<file path="config.mk">
export PLATFORM = sky130hd
export DESIGN_NAME = load_store_unit_flat
export DESIGN_NICKNAME = d
export VERILOG_FILES = /design/src/rtl/load_store_unit_if.sv /design/src/rtl/load_store_unit.sv /design/src/flat_wrapper.sv
export SDC_FILE = /design/constraint.sdc
export NUM_CORES = 1
export LEC_CHECK = 0
export CAP_MARGIN = 20
export CORE_UTILIZATION = 50
export CTS_BUF_LIST = sky130_fd_sc_hd__clkbuf_4 sky130_fd_sc_hd__clkbuf_8
export DETAILED_ROUTE_END_ITERATION = 16
export PLACE_DENSITY = 0.88
export SLEW_MARGIN = 20
export SYNTH_ARGS = -nofsm -noshare
export SYNTH_HDL_FRONTEND = slang
export SYNTH_SLANG_ARGS = --single-unit
</file>
<file path="constraint.sdc">
create_clock -name clk -period 12.5 [get_ports clk]
set_clock_uncertainty 0.05 [all_clocks]
set_input_delay 3.125 -clock clk [delete_from_list [all_inputs] [get_ports clk]]
set_output_delay 3.125 -clock clk [all_outputs]
set_load 0.005 [all_outputs]
</file>
<file path="src/rtl/load_store_unit_if.sv">
// Core/memory-facing bundle of the load/store unit.
// slave is the LSU side, master is the core plus data-memory side.
interface load_store_unit_if;
    logic        req_valid;
    logic        req_write;
    logic [2:0]  req_funct3;
    logic [31:0] req_addr;
    logic [31:0] req_wdata;
    logic        stall;
    logic [31:0] load_data;
    logic        load_valid;
    logic        fault;
    logic        fault_sticky;
    logic        fault_clr;
    logic [31:0] mem_addr;
    logic [31:0] mem_write_data;
    logic        mem_write;
    logic        mem_read;
    logic [31:0] mem_read_data;

    modport master (
        output req_valid,
        output req_write,
        output req_funct3,
        output req_addr,
        output req_wdata,
        output fault_clr,
        output mem_read_data,
        input  stall,
        input  load_data,
        input  load_valid,
        input  fault,
        input  fault_sticky,
        input  mem_addr,
        input  mem_write_data,
        input  mem_write,
        input  mem_read
    );

    modport slave (
        input  req_valid,
        input  req_write,
        input  req_funct3,
        input  req_addr,
        input  req_wdata,
        input  fault_clr,
        input  mem_read_data,
        output stall,
        output load_data,
        output load_valid,
        output fault,
        output fault_sticky,
        output mem_addr,
        output mem_write_data,
        output mem_write,
        output mem_read
    );
endinterface

</file>
<file path="src/rtl/load_store_unit.sv">
// RV32I load/store unit: decode, fault check, load lane extension,
// and a two-cycle read-modify-write for SB/SH on a word-only memory.
module load_store_unit #(
    parameter int unsigned MEM_BYTES   = 1024,
    parameter bit          CHECK_ALIGN = 1'b1
) (
    input  logic             clk,
    input  logic             rst_n,
    load_store_unit_if.slave bus
);

    // The read half of the RMW is the IDLE cycle that issues it,
    // so only the write half needs its own state.
    typedef enum logic {
        IDLE      = 1'b0,
        RMW_WRITE = 1'b1
    } state_t;

    state_t      state;
    state_t      state_nx;

    logic [31:0] rmw_addr;
    logic [15:0] rmw_data;
    logic [2:0]  rmw_f3;
    logic [31:0] merge_q;
    logic        fault_sticky_q;

    logic        f3_b;
    logic        f3_h;
    logic        f3_w;
    logic [1:0]  size_m1;
    logic [32:0] last_byte;
    logic        illegal;
    logic        misalign;
    logic        out_of_range;
    logic        access;
    logic        fault_now;
    logic        do_load;
    logic        do_sw;
    logic        do_rmw;
    logic [31:0] req_word_addr;
    logic [7:0]  ld_byte;
    logic [15:0] ld_half;
    logic [31:0] ld_ext;
    logic [31:0] merged;

    // Request decode and fault classification.
    always_comb begin
        f3_b = (bus.req_funct3[1:0] == 2'b00);
        f3_h = (bus.req_funct3[1:0] == 2'b01);
        f3_w = (bus.req_funct3[1:0] == 2'b10);
        size_m1 = f3_b ? 2'd0 : (f3_h ? 2'd1 : 2'd3);
        // 33-bit sum keeps addresses near 2^32 from wrapping into range.
        last_byte = {1'b0, bus.req_addr} + {31'd0, size_m1};
        out_of_range = (last_byte >= 33'(MEM_BYTES));
        if (bus.req_write) begin
            illegal = bus.req_funct3[2] | (&bus.req_funct3[1:0]);
        end else begin
            illegal = (&bus.req_funct3[1:0])
                    | (bus.req_funct3[2] & bus.req_funct3[1]);
        end
        misalign = CHECK_ALIGN
                 && ((f3_h && bus.req_addr[0])
                 || (f3_w && (bus.req_addr[1:0] != 2'b00)));
        access = rst_n && (state == IDLE) && bus.req_valid;
        fault_now = access && (illegal || misalign || out_of_range);
        do_load = access && !fault_now && !bus.req_write;
        do_sw = access && !fault_now && bus.req_write && f3_w;
        do_rmw = access && !fault_now && bus.req_write && !f3_w;
        req_word_addr = {bus.req_addr[31:2], 2'b00};
    end

    // Select the addressed lane and sign/zero-extend it.
    always_comb begin
        ld_byte = 8'h00;
        unique case (bus.req_addr[1:0])
            2'd0: ld_byte = bus.mem_read_data[7:0];
            2'd1: ld_byte = bus.mem_read_data[15:8];
            2'd2: ld_byte = bus.mem_read_data[23:16];
            2'd3: ld_byte = bus.mem_read_data[31:24];
        endcase
        ld_half = bus.req_addr[1] ? bus.mem_read_data[31:16]
                                  : bus.mem_read_data[15:0];
        ld_ext = 32'h0;
        unique case (bus.req_funct3)
            3'b000:  ld_ext = {{24{ld_byte[7]}}, ld_byte};
            3'b001:  ld_ext = {{16{ld_half[15]}}, ld_half};
            3'b010:  ld_ext = bus.mem_read_data;
            3'b100:  ld_ext = {24'h0, ld_byte};
            3'b101:  ld_ext = {16'h0, ld_half};
            default: ld_ext = 32'h0;
        endcase
    end

    // Splice the captured store byte/half into the captured word.
    always_comb begin
        merged = merge_q;
        unique case (rmw_f3)
            3'b001: begin
                if (rmw_addr[1]) merged[31:16] = rmw_data;
                else             merged[15:0]  = rmw_data;
            end
            default: begin
                unique case (rmw_addr[1:0])
                    2'd0: merged[7:0]   = rmw_data[7:0];
                    2'd1: merged[15:8]  = rmw_data[7:0];
                    2'd2: merged[23:16] = rmw_data[7:0];
                    2'd3: merged[31:24] = rmw_data[7:0];
                endcase
            end
        endcase
    end

    // FSM state register.
    always_ff @(posedge clk or negedge rst_n) begin
        if (!rst_n) state <= IDLE;
        else        state <= state_nx;
    end

    // FSM next state: a sub-word store always takes exactly one write cycle.
    always_comb begin
        state_nx = state;
        unique case (state)
            IDLE:      if (do_rmw) state_nx = RMW_WRITE;
            RMW_WRITE: state_nx = IDLE;
        endcase
    end

    // FSM outputs: everything is zero unless this cycle does something.
    always_comb begin
        bus.stall = 1'b0;
        bus.load_data = 32'h0;
        bus.load_valid = 1'b0;
        bus.fault = 1'b0;
        bus.mem_addr = 32'h0;
        bus.mem_write_data = 32'h0;
        bus.mem_write = 1'b0;
        bus.mem_read = 1'b0;
        unique case (state)
            IDLE: begin
                bus.fault = fault_now;
                bus.mem_read = do_load | do_rmw;
                bus.mem_write = do_sw;
                bus.stall = do_rmw;
                bus.load_valid = do_load;
                if (do_load) bus.load_data = ld_ext;
                if (do_sw) bus.mem_write_data = bus.req_wdata;
                if (do_load | do_sw | do_rmw) bus.mem_addr = req_word_addr;
            end
            RMW_WRITE: begin
                bus.mem_write = 1'b1;
                bus.mem_addr = {rmw_addr[31:2], 2'b00};
                bus.mem_write_data = merged;
            end
        endcase
    end

    // Capture the store and the old memory word during the read half.
    always_ff @(posedge clk or negedge rst_n) begin
        if (!rst_n) begin
            rmw_addr <= 32'h0;
            rmw_data <= 16'h0;
            rmw_f3 <= 3'b000;
            merge_q <= 32'h0;
        end else if (do_rmw) begin
            rmw_addr <= bus.req_addr;
            rmw_data <= bus.req_wdata[15:0];
            rmw_f3 <= bus.req_funct3;
            merge_q <= bus.mem_read_data;
        end
    end

    // Sticky fault flag; a new fault beats a simultaneous clear.
    always_ff @(posedge clk or negedge rst_n) begin
        if (!rst_n)             fault_sticky_q <= 1'b0;
        else if (fault_now)     fault_sticky_q <= 1'b1;
        else if (bus.fault_clr) fault_sticky_q <= 1'b0;
    end

    assign bus.fault_sticky = fault_sticky_q;

endmodule

</file>
<file path="src/flat_wrapper.sv">
// flat-port wrapper written by rule: the top's interface ports become plain ports
module load_store_unit_flat 
#(
    parameter int unsigned MEM_BYTES   = 1024,
    parameter bit          CHECK_ALIGN = 1'b1
)
  (clk, rst_n, bus_req_valid, bus_req_write, bus_req_funct3, bus_req_addr, bus_req_wdata, bus_fault_clr, bus_mem_read_data, bus_stall, bus_load_data, bus_load_valid, bus_fault, bus_fault_sticky, bus_mem_addr, bus_mem_write_data, bus_mem_write, bus_mem_read);
  load_store_unit_if bus_i ();
  input  logic clk;
  input  logic rst_n;
  input wire logic [$bits(bus_i.req_valid)-1:0] bus_req_valid;
  input wire logic [$bits(bus_i.req_write)-1:0] bus_req_write;
  input wire logic [$bits(bus_i.req_funct3)-1:0] bus_req_funct3;
  input wire logic [$bits(bus_i.req_addr)-1:0] bus_req_addr;
  input wire logic [$bits(bus_i.req_wdata)-1:0] bus_req_wdata;
  input wire logic [$bits(bus_i.fault_clr)-1:0] bus_fault_clr;
  input wire logic [$bits(bus_i.mem_read_data)-1:0] bus_mem_read_data;
  output wire logic [$bits(bus_i.stall)-1:0] bus_stall;
  output wire logic [$bits(bus_i.load_data)-1:0] bus_load_data;
  output wire logic [$bits(bus_i.load_valid)-1:0] bus_load_valid;
  output wire logic [$bits(bus_i.fault)-1:0] bus_fault;
  output wire logic [$bits(bus_i.fault_sticky)-1:0] bus_fault_sticky;
  output wire logic [$bits(bus_i.mem_addr)-1:0] bus_mem_addr;
  output wire logic [$bits(bus_i.mem_write_data)-1:0] bus_mem_write_data;
  output wire logic [$bits(bus_i.mem_write)-1:0] bus_mem_write;
  output wire logic [$bits(bus_i.mem_read)-1:0] bus_mem_read;
  assign bus_i.req_valid = bus_req_valid;
  assign bus_i.req_write = bus_req_write;
  assign bus_i.req_funct3 = bus_req_funct3;
  assign bus_i.req_addr = bus_req_addr;
  assign bus_i.req_wdata = bus_req_wdata;
  assign bus_i.fault_clr = bus_fault_clr;
  assign bus_i.mem_read_data = bus_mem_read_data;
  assign bus_stall = bus_i.stall;
  assign bus_load_data = bus_i.load_data;
  assign bus_load_valid = bus_i.load_valid;
  assign bus_fault = bus_i.fault;
  assign bus_fault_sticky = bus_i.fault_sticky;
  assign bus_mem_addr = bus_i.mem_addr;
  assign bus_mem_write_data = bus_i.mem_write_data;
  assign bus_mem_write = bus_i.mem_write;
  assign bus_mem_read = bus_i.mem_read;
  load_store_unit #(.MEM_BYTES(MEM_BYTES), .CHECK_ALIGN(CHECK_ALIGN)) u_core (.clk(clk), .rst_n(rst_n), .bus(bus_i));
endmodule
</file>
# == Word level (Yosys, flattened, before mapping) ==
# Index checks and enable logic that the tools add are counted.
# classes
add_sub_neg,1
mul,0
div,0
n_lt_le_gt_ge,1
eq_ne,13
shift,0
muxes,28
bitwise,7
n_reduce_logical,23
# ops
operator,n
32-bit two-way mux,5
32-bit case mux with 5 select lines,1
32-bit case mux with 2 select lines,2
16-bit two-way mux,3
32-bit by 2-bit adder with 33-bit output,1
33-bit by 11-bit >= comparator with 1-bit output (second input constant),1
8-bit two-way mux,4
8-bit case mux with 4 select lines,1
2-bit equality test (second input constant),5
1-bit logical AND,10
1-bit two-way mux,8
2-bit by 1-bit equality test with 1-bit output (second input constant),3
3-bit by 1-bit equality test with 1-bit output (second input constant),2
3-bit equality test (second input constant),2
2-bit logical NOT,3
1-bit OR,5
2-bit two-way mux,2
1-bit case mux with 2 select lines,2
2-bit nonzero test,2
3-bit by 2-bit equality test with 1-bit output (second input constant),1
1-bit logical NOT,3
3-bit logical NOT,1
1-bit logical OR,3
2-bit AND reduction,1
other kinds (2),2
# totals
regBits,85
latch_bits,0
ram_bits,0
romBits,0
inputBits,104
out_inout_bits,102
wordCells,79
mem_count,0

# == Depth between registers and ports, before layout ==
# logic_depth
ltp_word,15
mapped_depth,17

# == Least setup slack after synthesis ==
# OpenSTA, ideal clock, no wires.
# synth_path
kind,input to output
startpoint,input port bus_req_funct3[1]
endpoint,output port bus_load_data[28]
arrival_time_ps,6658
required_ps,9325
setup_slack_ps,2667
cell_stages,16
path_buffers,3
cell_sequence,clkbuf_1 > clkbuf_1 > nor2_1 > inv_1 > ha_1 > inv_1 > fa_1 > nand4b_1 > or2_1 > nor3_1 > mux2_2 > or3_1 > nor4_4 > nand4b_1 > clkbuf_1 > a21oi_1
# synth_via
elab_chain_len,12
elab_cells_between_ends,29
classes_between,add/sub: 1; order compare: 1; eq/ne: 6; mux: 6; bitwise: 3; reduce/logical: 12
# synth_lines
item,line_no,text
start: declaration,flat_wrapper.sv:13,input wire logic [$bits(bus_i.req_funct3)-1:0] bus_req_funct3;
2-bit by 1-bit equality test with 1-bit output,load_store_unit.sv:50,f3_h = (bus.req_funct3[1:0] == 2'b01);
2-bit two-way mux (2 in a row),load_store_unit.sv:52,size_m1 = f3_b ? 2'd0 : (f3_h ? 2'd1 : 2'd3);
32-bit by 2-bit adder with 33-bit output,load_store_unit.sv:54,"last_byte = {1'b0, bus.req_addr} + {31'd0, size_m1};"
33-bit by 11-bit >= comparator with 1-bit output,load_store_unit.sv:55,out_of_range = (last_byte >= 33'(MEM_BYTES));
1-bit logical OR,load_store_unit.sv:66,fault_now = access && (illegal || misalign || out_of_range);
1-bit logical AND,load_store_unit.sv:66,
1-bit logical NOT,load_store_unit.sv:67,do_load = access && !fault_now && !bus.req_write;
1-bit logical AND (2 in a row),load_store_unit.sv:67,
32-bit two-way mux *,load_store_unit.sv:146,if (do_load) bus.load_data = ld_ext;
32-bit two-way mux *,load_store_unit.sv:139,unique case (state)
end: declaration,flat_wrapper.sv:19,output wire logic [$bits(bus_i.load_data)-1:0] bus_load_data;
# Every way passes the cells marked *; elsewhere a longest branch is shown, timed or not.

# == Worst setup path after layout ==
# layout_path
startpoint,input port bus_req_funct3[1]
endpoint,output port bus_load_data[4]
# The elaborated chain is that of the path after synthesis.

==> metrics.md <==
| Metric | Value |
|---|---|
| Clock sinks | 85 |
| Height of the die | 109 um |
| First-pass GRT wire length | 27600 um |
| Commonest non-fill, non-tap cell in the layout | clkdlybuf4s50_1 |
| RSZ-0062 raised after global routing | false |
| Root buf cell | clkbuf_8 |
| Register area share after synthesis | 37.4% |
| # Post-CTS Setup Buffers | 0 |
| Tmin final | 11370 ps |
| Cell Area, Synth | 5690 sq um |
| Final WS setup | roughly 1100 ps |
| Overflow after GRT | 0 |
| Ys flop type | dfrtp_1 |
| RD Place Congestion | 0.939 |
| Routed Antenna Nets | 0 |
| Slowest cell on crit path | clkdlybuf4s50_1 |
| Final slew viol count | 0 |
| Antenna diodes | 0 |
| CTS buffer count | 9 |
| CTS tree | done |
| Async SR Flop Fraction | 100% |
| Most frequent cells in the layout | clkdlybuf4s50_1 (202), dfrtp_1 (85), nand2_1 (46), and2_1 (44) |
| CTS resizes | 0 |
| Post-route DRC | 0 |
| Fin. Hold Viols | 0 |
| Total GRT Usage | 30.9% |
| Synth area leader | dfrtp_1 |
| Crit path largest cell delay | between 800 and 900 ps |
| Share of the synthesized area in the top cell type | 37.4% |
| VDD IR max | 71.7 uV |
| Syn Area/Cell | just under 10 sq um |
| Synth warn | 0 |
| Via count | 5532 |
| Max_slew headroom | between 30% and 40% |
| Detailed-router iteration count before antenna repair | 6 |
| Outcome | completed |
| Critical Path End Type | output pin |
| Placed Area | 7750 sq um |
| Nets | 880 |
| CP cell instances | clkdlybuf4s50_1, nor2_1, inv_1, ha_1, inv_1, fa_1, nand4b_1, or2_1, nor3_1, mux2_2, or3_1, nor4_4, nand4b_1, buf_4, nor3_1, clkdlybuf4s50_1 |
| CP arrival | 8200 ps |
| Antenna violations before repair | 0 |
| Design Power | 579 uW |
| Crit Path Category | in -> out |
| Leakage | 0.00344 uW |
| Post-Synthesis Cells | 592 |
| Die ar. | 11800 sq um |
| Crit path buffers/inverters | 5 |
| Yosys reg bits | 85 |
| Max clock buf depth | 2 |
| Worst-Skew Late Latency | 360 ps |
| Max Fclk | 0.0879 GHz |
| Worst-Margin Slew | 962 ps |
| Vias in the first global route | 5349 |
| CP Max Fanout | 33 |
| Largest net degree at the start of global routing | 88 |
| Post-DP HPWL | 13700 um |
| Worst-path clk slew | about 90 ps |
| Final setup violation count | 0 |
| Row cnt | 38 |
| Post-synth EDFFs | 0 |
| Fin crit share | 91.0% |
| Buffers added on ports | ~200 |
| Setup TNS | 0 ps |
| Setup crit start kind | input pin |
| Hold crit path type | reg -> reg |
| Hold_buf cts | 0 |
| Number of fill cells in the layout | 811 |
| Initial core utilization | 51.8% |
| Hold slack final | 434 ps |
| Finished Cell Area | between 7000 and 8000 sq um |
| DRT iter0 DRCs | 314 |
| Core area | 11000 sq um |
| Via density per instance | 6.03 |
| WL per Instance | 19.6 um |
| DP Worst Slack | 1180 ps |
| Synth unique cells | 68 |
| I/O pin cnt | 206 |
| Synth-to-Final Area Change | 40.5% |
| Routed Wire Length | 18000 um |
| Cell family contributing the most delay on the critical path | simple AND/OR/NAND/NOR gates |
| Power per cell area | roughly 72 nW/um^2 |
| Cells taking the most area after synthesis | dfrtp_1 (37%), mux2_4 (7.9%), mux2_2 (5.3%) |
| Layout cells sized above 1 | between 10% and 20% |
| H-tree levels | 3 |
| Worst EP required | 9320 ps |
| Max Cap Violations | 0 |
| Horiz. Die Dim | 109 um |
[final cells by class]
cell class | count | area (sq um) | share of cell area (%)
Timing Repair Buffer | 207 | 2060 | 25.8
Tap cell | 140 | 175 | 2.19
Sequential cell | 85 | 2130 | 26.6
Clock inverter | 7 | 104 | 1.30
Multi-Input combinational cell | 453 | 3330 | 41.7
Clock buffer | 9 | 124 | 1.55
Inverter | 17 | 63.8 | 0.799
[path summary, 6_finish.rpt]
| kind | cells past startpoint | slack [ps] | end | startpoint |
|---|---|---|---|---|
| setup / recovery | 16 | 1130 | bus_load_data[4] | bus_req_funct3[1] |
| hold / removal | 1 | 430 | u_core.rmw_addr[25] | u_core.rmw_addr[25] |
| setup reg to reg | 7 | 8330 | u_core.rmw_data[14] | u_core.state |
| hold reg to reg | 1 | 430 | u_core.rmw_addr[25] | u_core.rmw_addr[25] |
| max in group asynchronous | 1 | 9120 | u_core.merge_q[23] | rst_n |
| min in group asynchronous | 1 | 2750 | u_core.merge_q[0] | rst_n |
[through the flow]
step,utilization [%],cells
after floorplan,-,593
after global placement,70.6,901
after detailed placement,70.6,901
after CTS,72.6,917
after global routing,72.8,918
final,72.8,918
[routing by layer]
layer  up-vias  global-route usage, %  part of all wire, %
met2       290                   53.0                   50
met5         -                      0                    0
met4         0                   12.5                  2.9
met3        48                   6.10                  7.4
li1       2538                      -                    -
met1      2656                   38.0                   39
[report_power, final]
group	internal [uW]	total, uW	switching [uW]	leakage [uW]
registers	275	275	0.203	0.00118
logic	40.8	84.0	43.2	0.00215
clock network	115	219	104	0.000115
total	431	579	147	0.00344
[cells by family (layout without fill, tap and decap cells)]
logic type / count (synthesis) / count (layout) / synth area share, %
buf+inv: 55 / 240 / 4.38
xor+xnor: 7 / 7 / 1.08
simple gates: 217 / 217 / 21.2
flops: 85 / 85 / 37.4
compound gates: 144 / 144 / 17.2
mux: 80 / 80 / 17.8
other cells: 1 / 2 / 0.0659
fa+ha+maj: 3 / 3 / 0.792
[Yosys cell counts (8+ instances only)]
cell,count
a211oi_1,15
a21o_1,14
a21oi_1,41
a22o_1,9
a22oi_1,8
a31oi_1,10
and2_1,44
clkbuf_1,27
dfrtp_1,85
inv_1,15
mux2_2,27
mux2_4,30
mux2i_1,17
nand2_1,46
nand3_1,14
nand4_1,11
nor2_1,42
nor3_1,13
o21ai_0,11
o2bb2ai_1,16
[sequential cells by signal (all words and copies together) (netlist names)]
name,flops
u_core.rmw_data,16
u_core.state,1
u_core.rmw_addr,32
u_core.merge_q,32
u_core.rmw_f3,3
u_core.bus.fault_sticky,1
No activity file was read; power rests on OpenSTA's default activity.
